--- src/rtl/keypad_pkg.sv ---
// Shared definitions for the 4x4 keypad scanner: FSM encoding, idle/initial line
// values and small decode helpers.
package keypad_pkg;
    typedef enum logic [1:0] {
        ST_SCAN         = 2'd0,
        ST_DEBOUNCE     = 2'd1,
        ST_PRESSED      = 2'd2,
        ST_RELEASE_WAIT = 2'd3
    } state_e;

    localparam logic [3:0] ROW_INIT = 4'b1110;
    localparam logic [3:0] COL_IDLE = 4'b1111;

    function automatic logic is_onehot_low(input logic [3:0] v);
        return $countones(~v) == 1;
    endfunction

    function automatic logic [1:0] row_to_idx(input logic [3:0] r);
        logic [1:0] idx;
        case (r)
            4'b1110: idx = 2'd0;
            4'b1101: idx = 2'd1;
            4'b1011: idx = 2'd2;
            4'b0111: idx = 2'd3;
            default: idx = 2'd0;
        endcase
        return idx;
    endfunction

    // Lowest-index low column wins when several keys share the driven row.
    function automatic logic [1:0] low_col_idx(input logic [3:0] c);
        logic [1:0] idx;
        idx = 2'd0;
        for (int i = 3; i >= 0; i--) begin
            if (!c[i]) idx = 2'(i);
        end
        return idx;
    endfunction
endpackage

--- src/rtl/keypad_cntr_if.sv ---
// Keypad lines plus decoded key outputs; the scanner drives rows and key status.
interface keypad_cntr_if;
    logic [3:0] column;
    logic [3:0] row;
    logic [3:0] key_value;
    logic       key_valid;
    logic       key_pedge;
    logic       key_nedge;

    modport master (
        output column,
        input  row, key_value, key_valid, key_pedge, key_nedge
    );
    modport slave (
        input  column,
        output row, key_value, key_valid, key_pedge, key_nedge
    );
endinterface

--- src/rtl/keypad_cntr_scan_tick_gen.sv ---
// Free-running divider; tick is high for one clk after divider bit SCAN_DIV_BIT rises.
module scan_tick_gen #(
    parameter int SCAN_DIV_BIT = 16
) (
    input  logic clk,
    input  logic reset_p,
    output logic tick
);
    localparam logic [SCAN_DIV_BIT:0] DIV_ONE = 1;

    logic [SCAN_DIV_BIT:0] div;
    logic                  msb_q;

    always_ff @(posedge clk) begin
        if (reset_p) begin
            div   <= '0;
            msb_q <= 1'b0;
        end else begin
            div   <= div + DIV_ONE;
            msb_q <= div[SCAN_DIV_BIT];
        end
    end

    assign tick = div[SCAN_DIV_BIT] & ~msb_q;
endmodule

--- src/rtl/keypad_cntr.sv ---
// 4x4 keypad scanner: rotates an active-low row, debounces press and release on
// scan ticks, and reports the confirmed key with level and edge outputs.
module keypad_cntr
    import keypad_pkg::*;
#(
    parameter int SCAN_DIV_BIT   = 16,
    parameter int DEBOUNCE_TICKS = 8
) (
    input  logic         clk,
    input  logic         reset_p,
    keypad_cntr_if.slave kp
);
    localparam int             CW       = $clog2(DEBOUNCE_TICKS + 1);
    localparam logic [CW-1:0]  CNT_DONE = CW'(DEBOUNCE_TICKS);
    localparam logic [CW-1:0]  CNT_ONE  = CW'(1);

    logic          tick;
    logic [3:0]    col_m, col_s;
    state_e        state, state_n;
    logic [CW-1:0] cnt, cnt_n, cnt_inc;
    logic [3:0]    col_lat, col_lat_n;
    logic [3:0]    row_q, row_n;
    logic [3:0]    key_value_q, key_value_n;
    logic          valid_q, valid_n;
    logic          pedge_q, pedge_n;
    logic          nedge_q, nedge_n;
    logic          col_idle, col_same, cnt_hit;

    scan_tick_gen #(.SCAN_DIV_BIT(SCAN_DIV_BIT)) u_tick (
        .clk     (clk),
        .reset_p (reset_p),
        .tick    (tick)
    );

    // Columns come straight from the switches, so they are synchronized first.
    always_ff @(posedge clk) begin
        if (reset_p) begin
            col_m <= COL_IDLE;
            col_s <= COL_IDLE;
        end else begin
            col_m <= kp.column;
            col_s <= col_m;
        end
    end

    assign col_idle = (col_s == COL_IDLE);
    assign col_same = (col_s == col_lat);
    assign cnt_inc  = cnt + CNT_ONE;
    assign cnt_hit  = (cnt_inc == CNT_DONE);

    always_ff @(posedge clk) begin
        if (reset_p) begin
            state       <= ST_SCAN;
            cnt         <= '0;
            col_lat     <= COL_IDLE;
            row_q       <= ROW_INIT;
            key_value_q <= 4'h0;
            valid_q     <= 1'b0;
            pedge_q     <= 1'b0;
            nedge_q     <= 1'b0;
        end else begin
            state       <= state_n;
            cnt         <= cnt_n;
            col_lat     <= col_lat_n;
            // A corrupted row pattern self-heals to the first row.
            row_q       <= is_onehot_low(row_q) ? row_n : ROW_INIT;
            key_value_q <= key_value_n;
            valid_q     <= valid_n;
            pedge_q     <= pedge_n;
            nedge_q     <= nedge_n;
        end
    end

    always_comb begin
        state_n = state;
        if (tick) begin
            case (state)
                ST_SCAN: begin
                    if (!col_idle) state_n = ST_DEBOUNCE;
                end
                ST_DEBOUNCE: begin
                    if (!col_same)    state_n = ST_SCAN;
                    else if (cnt_hit) state_n = ST_PRESSED;
                end
                ST_PRESSED: begin
                    if (col_idle) state_n = ST_RELEASE_WAIT;
                end
                ST_RELEASE_WAIT: begin
                    if (!col_idle)    state_n = ST_PRESSED;
                    else if (cnt_hit) state_n = ST_SCAN;
                end
                default: state_n = ST_SCAN;
            endcase
        end
    end

    always_comb begin
        cnt_n       = cnt;
        col_lat_n   = col_lat;
        row_n       = row_q;
        key_value_n = key_value_q;
        valid_n     = valid_q;
        pedge_n     = 1'b0;
        nedge_n     = 1'b0;
        if (tick) begin
            case (state)
                ST_SCAN: begin
                    if (col_idle) begin
                        row_n = {row_q[2:0], row_q[3]};
                    end else begin
                        col_lat_n = col_s;
                        cnt_n     = '0;
                    end
                end
                ST_DEBOUNCE: begin
                    if (!col_same) begin
                        cnt_n = '0;
                    end else if (cnt_hit) begin
                        cnt_n       = '0;
                        key_value_n = {row_to_idx(row_q), low_col_idx(col_lat)};
                        valid_n     = 1'b1;
                        pedge_n     = 1'b1;
                    end else begin
                        cnt_n = cnt_inc;
                    end
                end
                ST_PRESSED: begin
                    if (col_idle) cnt_n = '0;
                end
                ST_RELEASE_WAIT: begin
                    if (!col_idle) begin
                        cnt_n = '0;
                    end else if (cnt_hit) begin
                        cnt_n   = '0;
                        valid_n = 1'b0;
                        nedge_n = 1'b1;
                    end else begin
                        cnt_n = cnt_inc;
                    end
                end
                default: cnt_n = '0;
            endcase
        end
    end

    assign kp.row       = row_q;
    assign kp.key_value = key_value_q;
    assign kp.key_valid = valid_q;
    assign kp.key_pedge = pedge_q;
    assign kp.key_nedge = nedge_q;
endmodule

--- src/flat_wrapper.sv ---
// flat-port wrapper written by rule: the top's interface ports become plain ports
module keypad_cntr_flat import keypad_pkg::*;
#(
    parameter int SCAN_DIV_BIT   = 16,
    parameter int DEBOUNCE_TICKS = 8
)
  (clk, reset_p, kp_column, kp_row, kp_key_value, kp_key_valid, kp_key_pedge, kp_key_nedge);
  keypad_cntr_if kp_i ();
  input  logic clk;
  input  logic reset_p;
  input wire logic [$bits(kp_i.column)-1:0] kp_column;
  output wire logic [$bits(kp_i.row)-1:0] kp_row;
  output wire logic [$bits(kp_i.key_value)-1:0] kp_key_value;
  output wire logic [$bits(kp_i.key_valid)-1:0] kp_key_valid;
  output wire logic [$bits(kp_i.key_pedge)-1:0] kp_key_pedge;
  output wire logic [$bits(kp_i.key_nedge)-1:0] kp_key_nedge;
  assign kp_i.column = kp_column;
  assign kp_row = kp_i.row;
  assign kp_key_value = kp_i.key_value;
  assign kp_key_valid = kp_i.key_valid;
  assign kp_key_pedge = kp_i.key_pedge;
  assign kp_key_nedge = kp_i.key_nedge;
  keypad_cntr #(.SCAN_DIV_BIT(SCAN_DIV_BIT), .DEBOUNCE_TICKS(DEBOUNCE_TICKS)) u_core (.clk(clk), .reset_p(reset_p), .kp(kp_i));
endmodule
--- config.mk ---
export PLATFORM = sky130hd
export DESIGN_NAME = keypad_cntr_flat
export DESIGN_NICKNAME = d
export VERILOG_FILES = /design/src/rtl/keypad_pkg.sv /design/src/rtl/keypad_cntr_if.sv /design/src/rtl/keypad_cntr_scan_tick_gen.sv /design/src/rtl/keypad_cntr.sv /design/src/flat_wrapper.sv
export SDC_FILE = /design/constraint.sdc
export NUM_CORES = 1
export LEC_CHECK = 0
export ABC_AREA = 1
export CORE_MARGIN = 1.5
export CORE_UTILIZATION = 35
export CTS_BUF_LIST = sky130_fd_sc_hd__clkbuf_8
export DETAILED_ROUTE_END_ITERATION = 8
export PLACE_DENSITY = 0.59
export SYNTH_ARGS = -nofsm -noshare
export SYNTH_HDL_FRONTEND = slang
export SYNTH_HIERARCHICAL = 1
export SYNTH_SLANG_ARGS = --single-unit
--- constraint.sdc ---
create_clock -name clk -period 2.2 [get_ports clk]
set_input_delay 0.33 -clock clk [delete_from_list [all_inputs] [get_ports clk]]
set_output_delay 0.33 -clock clk [all_outputs]
set_load 0.02 [all_outputs]
==> summary.txt, run 1 <==
Clocking
  • CTS clock-pin slew for the worst setup and hold paths: 0.09 ns
  • Cell at the root of the clock tree: clkbuf_8
  • Number of clock buffers inserted by TritonCTS: 5
  • Number of sinks handled by clock tree synthesis: 47
  • Clock tree from TritonCTS: done
  • Clk_lat worst skew: 0.29 ns
  • CTS hold repair buffers: 0
  • # H-tree levels: 2
  • Largest buffer count on any clock path: 2

Timing
  • Slew at the pin with the worst max-slew slack: 0.310 ns
  • Worst slack on hold paths: 0.413 ns
  • Setup repair after global routing missed its margin: no
  • Number of setup violations in the final report: 0
  • Final TNS setup: 0 ns
  • Final worst path period share: 91.9%
  • Number of slew-limit violations in the final report: 0
  • Minimum period implied by the final worst setup slack: 2.02 ns
  • Worst clock skew: 0.00490 ns
  • Slew margin rel.: 79.3%
  • Fmax: 495 MHz
  • Final count of hold timing violations: 0

Die
  • Floorplan Core Area: 6390 um^2
  • I/O pin count: 17
  • Starting Density: 36.5%
  • Height of the chip: 84.6 um
  • Overall die width: 84.6 um
  • Number of standard-cell rows in the floorplan: 29
  • Die outline area: 7160 um^2

Yosys
  • Fraction of post-synthesis cell area in the top cell type by area: 40.3%
  • Post-synthesis instance total: 322
  • Leading cell types by total area after synthesis: dfxtp_1, nand2_1, nor2_1
  • Cell variety after synth: 33
  • Register bit total from synthesis: 47
  • Synth area leader: dfxtp_1
  • Number of nets produced by synthesis: 336
  • Ys Warns: 6
  • Post-synthesis sequential area ratio: 40.3%
  • Area of the mapped netlist: 2330 um^2
  • Mean post-synth cell area: 7.24 um^2

Power and ir drop
  • Portion of total power attributed to combinational logic: 4.3%
  • Worst vdd ir: 0.000283 V
  • Internal: 1230 uW
  • Total net switching power: 342 uW
  • Reg power frac: 55.3%
  • Sw Ratio: 21.8%
  • Clock power frac: 40.4%
  • Pwr per Cell Area: 581 nW/um^2
  • Static Leakage: 0.00126 uW
  • Final total power: 1570 uW

Drt
  • Total wire length after detailed routing: 4.47 mm
  • Number of DRC violations after detailed routing: 0
  • Number of nets with antenna violations after routing: 0
  • Vias per std cell: 4.73
  • Post-DR wirelength/cell: 10.6 um
  • Total iterations of the first detailed-routing run: 4
  • Iteration-0 DRC count of the detailed router: 80
  • Number of vias in the routed layout: 1995

Finish
  • Storage element area: 941 um^2
  • Proportion of layout cells with a drive suffix above 1: 13.9%
  • Layout Nets: 358
  • Filler cell count: 642
  • Final antenna diode count: 0
  • Multi-input gate area: 1200 um^2
  • Fin util: 42.3%
  • Area grow syn2layout: 15.8%
  • Fin area: 2700 um^2

Run status
  • Status: finished, final reports clean

Global routing
  • Number of global-route vias before repair: 1786
  • Initial antenna violation count: 0
  • Global routing usage summed across all routing layers: 13.1%
  • Largest net degree at the start of global routing: 16
  • Total congestion overflow after global routing: 0
  • Global-route wire length before repair: 7.65 mm

Placed design
  • Placed inst area: 2580 um^2
  • HPWL Detailed: 3.47 mm
  • RD Place Congestion: 0.824
  • Port Buffer Count: 16

Min path
  • Worst min-delay path category: reg2reg
  • Hold wc startpoint: u_core/col_m[2]

Critical path
  • Timing startpoint of the critical path: u_core/kp.row[0]
  • Worst Path Required: 2.43 ns
  • Worst Path Class, Setup: reg2reg
  • Startpoint class of the critical path: register
  • Data arrival time of the worst path: 2.25 ns
  • Worst setup EP type: register
  • Crit Path Max Fanout: 6
  • Startpoint of the worst-slack reg-to-reg timing path: u_core/kp.row[0]

Flow run
  • Max capacitance violation total: 0
==> metrics by stage <==
step	worst slack (ns)	std cells
finish	0.179	422
global route	0.0639	422
floorplan	0.168	322
global placement	0.122	414
CTS	0.0539	422
detailed placement	0.0837	414
==> layout by cell type (no fill, tap or decap), drive strengths merged <==
cell type / instances
xnor2: 1
a211oi: 1
nor3: 3
o21bai: 4
a21oi: 11
buf: 3
nor4: 1
xor2: 3
nand4: 3
o21a: 3
dfxtp: 47
o21ai: 10
nand3: 23
nor2: 57
clkbuf: 5
nand2: 79
bufinv: 1
nor3b: 1
fa: 1
o211ai: 8
clkinv: 2
ha: 7
clkdlybuf4s50: 16
or2: 8
inv: 45
a31oi: 2
==> timing repair <==
item                       4_1_cts  5_1_grt
buffers inserted                 0        0
gates resized for setup          0        1
setup endpoints to repair        0        2
==> final timing paths <==
path | end | slack [ns] | depth (start not counted)
worst min register to register | u_core/col_s[2] | 0.41 | 1
worst min-delay path | u_core/col_s[2] | 0.41 | 1
worst max-delay path | u_core/kp.row[0] | 0.18 | 7
worst max register to register | u_core/kp.row[0] | 0.18 | 7
==> critical path, stage by stage, from the launching register on <==
cell     delay (ns)
dfxtp_1        0.38
fa_1           0.56
inv_1          0.04
ha_1           0.17
ha_1           0.28
nor3_2         0.27
o21ai_0        0.13
a21oi_1        0.12
==> flip-flops by register name, indices dropped and copies added (netlist names) <==
name and flops:
u_core/col_s 4, u_core/cnt 4, u_core/col_m 4, u_core/u_tick/msb_q 1
u_core/col_lat 4, u_core/kp.key_value 4, u_core/u_tick/div 17, u_core/kp.key_nedge 1
u_core/kp.row 4, u_core/state 2, u_core/kp.key_valid 1, u_core/kp.key_pedge 1
==> synthesized netlist by cell type <==
cell	number
a21oi_1	9
nand4_1	2
nor3_1	3
buf_4	1
a211oi_1	1
xor2_1	3
a31oi_1	2
clkbuf_1	1
nand2_2	7
nand4_2	1
nor4_1	1
nand3_1	20
inv_1	40
buf_2	1
nor2_2	6
nor3b_1	1
o21a_1	3
a21oi_2	2
o21ai_1	4
dfxtp_1	47
nand3_2	3
o211ai_1	8
nor2_4	3
or2_2	8
nor2_1	48
inv_2	5
o21ai_0	6
ha_1	7
o21bai_1	4
buf_6	1
nand2_1	72
fa_1	1
xnor2_2	1
==> area by class of cell <==
class | count | area share (%)
Inverter | 45 | 6.25
Clock buffer | 5 | 2.55
Sequential cell | 47 | 34.8
Clock inverter | 3 | 1.62
Timing Repair Buffer | 19 | 6.76
Multi-Input combinational cell | 226 | 44.4
Tap cell | 77 | 3.57
==> cell families after synthesis <==
| group | synth area share [%] |
|---|---|
| xor gates and xnor gates | 1.82 |
| buffers and inverters | 8.42 |
| AOI/OAI and AO/OA | 10.5 |
| adders and majority gates | 4.61 |
| DFF | 40.3 |
| and+or+nand+nor | 34.3 |
==> power groups by stage <==
| stage | clock network (uW) | logic, uW | registers (uW) |
|---|---|---|---|
| after floorplan | 0 | 46.1 | 888 |
| after global placement | 0 | 66.8 | 889 |
| after detailed placement | 0 | 68.0 | 889 |
| after CTS | 661 | 68.2 | 869 |
| after global routing | 692 | 76.5 | 871 |
| final | 634 | 67.3 | 869 |
==> per-layer routing <==
| layer | global-route usage, % | wire [um] | vias to the layer above |
|---|---|---|---|
| li1 | - | - | 1062 |
| met1 | 16.3 | 2140 | 902 |
| met2 | 22.2 | 2150 | 25 |
| met3 | 2.75 | 123 | 6 |
| met4 | 4.84 | 61 | 0 |
| met5 | 0 | 0 | - |
No activity file was read; power rests on OpenSTA's default activity.
==> run 2, diff against run 1 <==
Settings changed: ABC_CLOCK_PERIOD_IN_PS set to 2400, SETUP_SLACK_MARGIN set to 0.3.
Clock period 2.2 ns to 2.4 ns, I/O delays scaled along.
==> summary.txt, run 2 (same netlist as run 1, synthesis figures left out) <==
Finish
  • Layout Nets: 357
  • Fin util: 42.4%
  • Most common cell after layout, fill and taps aside: nand2_1
  • Flip-flop count of the largest register, all copies and words added: 17
  • Register ranked first by flip-flop count: u_core/u_tick/div
  • Top library cells by usage in the layout, fill and taps aside: nand2_1, nor2_1, dfxtp_1
  • Final antenna diode count: 0
  • Proportion of layout cells with a drive suffix above 1: 14.0%
  • Area grow syn2layout: 16.0%
  • Post-Layout Cell Count: 421
  • Filler cell count: 666

Global routing
  • Initial antenna violation count: 0
  • Global routing usage summed across all routing layers: 14.0%
  • Total congestion overflow after global routing: 0
  • Number of global-route vias before repair: 1899
  • Largest net degree at the start of global routing: 21
  • Global-route wire length before repair: 8.10 mm

Clocking
  • Clk_lat worst skew: 0.29 ns
  • Cell at the root of the clock tree: clkbuf_8
  • CTS hold repair buffers: 0
  • Number of sinks handled by clock tree synthesis: 47
  • Largest buffer count on any clock path: 2
  • Clock tree from TritonCTS: done
  • Number of clock buffers inserted by TritonCTS: 5
  • # H-tree levels: 2
  • CTS clock-pin slew for the worst setup and hold paths: 0.09 ns

Drt
  • Number of nets with antenna violations after routing: 0
  • Total iterations of the first detailed-routing run: 4
  • Number of vias in the routed layout: 1960
  • Topmost layer with routed signal wires: met4
  • Total wire length after detailed routing: 4.61 mm
  • Met2 wire length: 2.24 mm
  • Met1 Routed Length: 2.17 mm
  • Number of DRC violations after detailed routing: 0
  • Vias per std cell: 4.66
  • Post-DR wirelength/cell: 11.0 um
  • Routed wl met3: 113 um
  • Iteration-0 DRC count of the detailed router: 55

Die
  • Die outline area: 7160 um^2
  • Starting Density: 36.5%
  • Floorplan Core Area: 6390 um^2
  • Height of the chip: 84.6 um
  • Number of standard-cell rows in the floorplan: 29
  • Overall die width: 84.6 um
  • I/O pin count: 17

Flow run
  • Max capacitance violation total: 0

Timing
  • Final worst path period share: 80.7%
  • Final count of hold timing violations: 0
  • Setup repair after global routing missed its margin: no
  • Minimum period implied by the final worst setup slack: 1.94 ns
  • Number of setup violations in the final report: 0
  • Fmax: 516 MHz
  • Number of slew-limit violations in the final report: 0
  • Slew at the pin with the worst max-slew slack: 0.328 ns
  • Final TNS setup: 0 ns
  • Slew margin rel.: 78.1%
  • Worst clock skew: 0.00233 ns

Critical path
  • Data arrival time of the worst path: 2.17 ns
  • Worst setup EP type: register
  • Crit Path Max Fanout: 6
  • Worst Path Class, Setup: reg2reg
  • Startpoint class of the critical path: register
  • Worst Path Required: 2.63 ns

Power and ir drop
  • Pwr per Cell Area: 543 nW/um^2
  • Final total power: 1470 uW
  • Static Leakage: 0.00126 uW
  • Worst vdd ir: 0.000292 V

Placed design
  • RD Place Congestion: 0.821
  • Port Buffer Count: 16
  • HPWL Detailed: 3.42 mm
  • Number of placed instances with taps included: 413

Run status
  • Status: finished, final reports clean

Min path
  • Worst min-delay path category: reg2reg
==> run 2: worst paths after layout <==
| path | from | end | slack [ns] | cells after the start |
|---|---|---|---|---|
| min | u_core/col_m[1] | u_core/col_s[1] | 0.42 | 1 |
| min reg2reg | u_core/col_m[1] | u_core/col_s[1] | 0.42 | 1 |
| max | u_core/kp.row[0] | u_core/kp.row[0] | 0.46 | 7 |
| max reg2reg | u_core/kp.row[0] | u_core/kp.row[0] | 0.46 | 7 |
==> run 2: stage by stage <==
| step | area (um^2) | hold slack [ns] | setup WS [ns] |
|---|---|---|---|
| floorplan | 2330 | 0.389 | 0.368 |
| global route | 2710 | 0.433 | 0.330 |
| CTS | 2700 | 0.420 | 0.372 |
| detailed placement | 2580 | 0.396 | 0.270 |
| finish | 2710 | 0.416 | 0.463 |
| global placement | 2580 | 0.390 | 0.319 |
==> run 2: per-layer routing <==
metal | up-vias | track usage [%]
li1 | 1054 | -
met1 | 883 | 16.9
met2 | 16 | 24.2
met3 | 7 | 3.05
met4 | 0 | 6.01
met5 | - | 0
==> run 2: critical path, stage by stage (launching register included) <==
cell,delay (ns)
dfxtp_2,0.36
fa_1,0.54
inv_1,0.05
ha_1,0.18
ha_1,0.31
nor3_4,0.18
o21ai_0,0.12
a21oi_1,0.12
==> run 2: where the power goes <==
| group | switching (uW) | internal [uW] |
|---|---|---|
| Sequential | 7.27 | 790 |
| Combinational | 34.6 | 26.1 |
| Clock | 274 | 338 |
==> run 2: layout make-up <==
type	instances	area (um^2)	share of cell area, %
Clock buffer	6	82.6	3.05
Multi-Input combinational cell	226	1210	44.6
Timing Repair Buffer	18	175	6.47
Sequential cell	47	942	34.8
Tap cell	77	96.3	3.56
Inverter	45	169	6.24
Clock inverter	2	35.0	1.29
==> run 2: repair_timing <==
action                                  in CTS  in global routing
endpoints found under the setup margin       1                  3
gates resized for setup                      1                  2
pin swaps                                    0                  1
buffers inserted                             0                  0
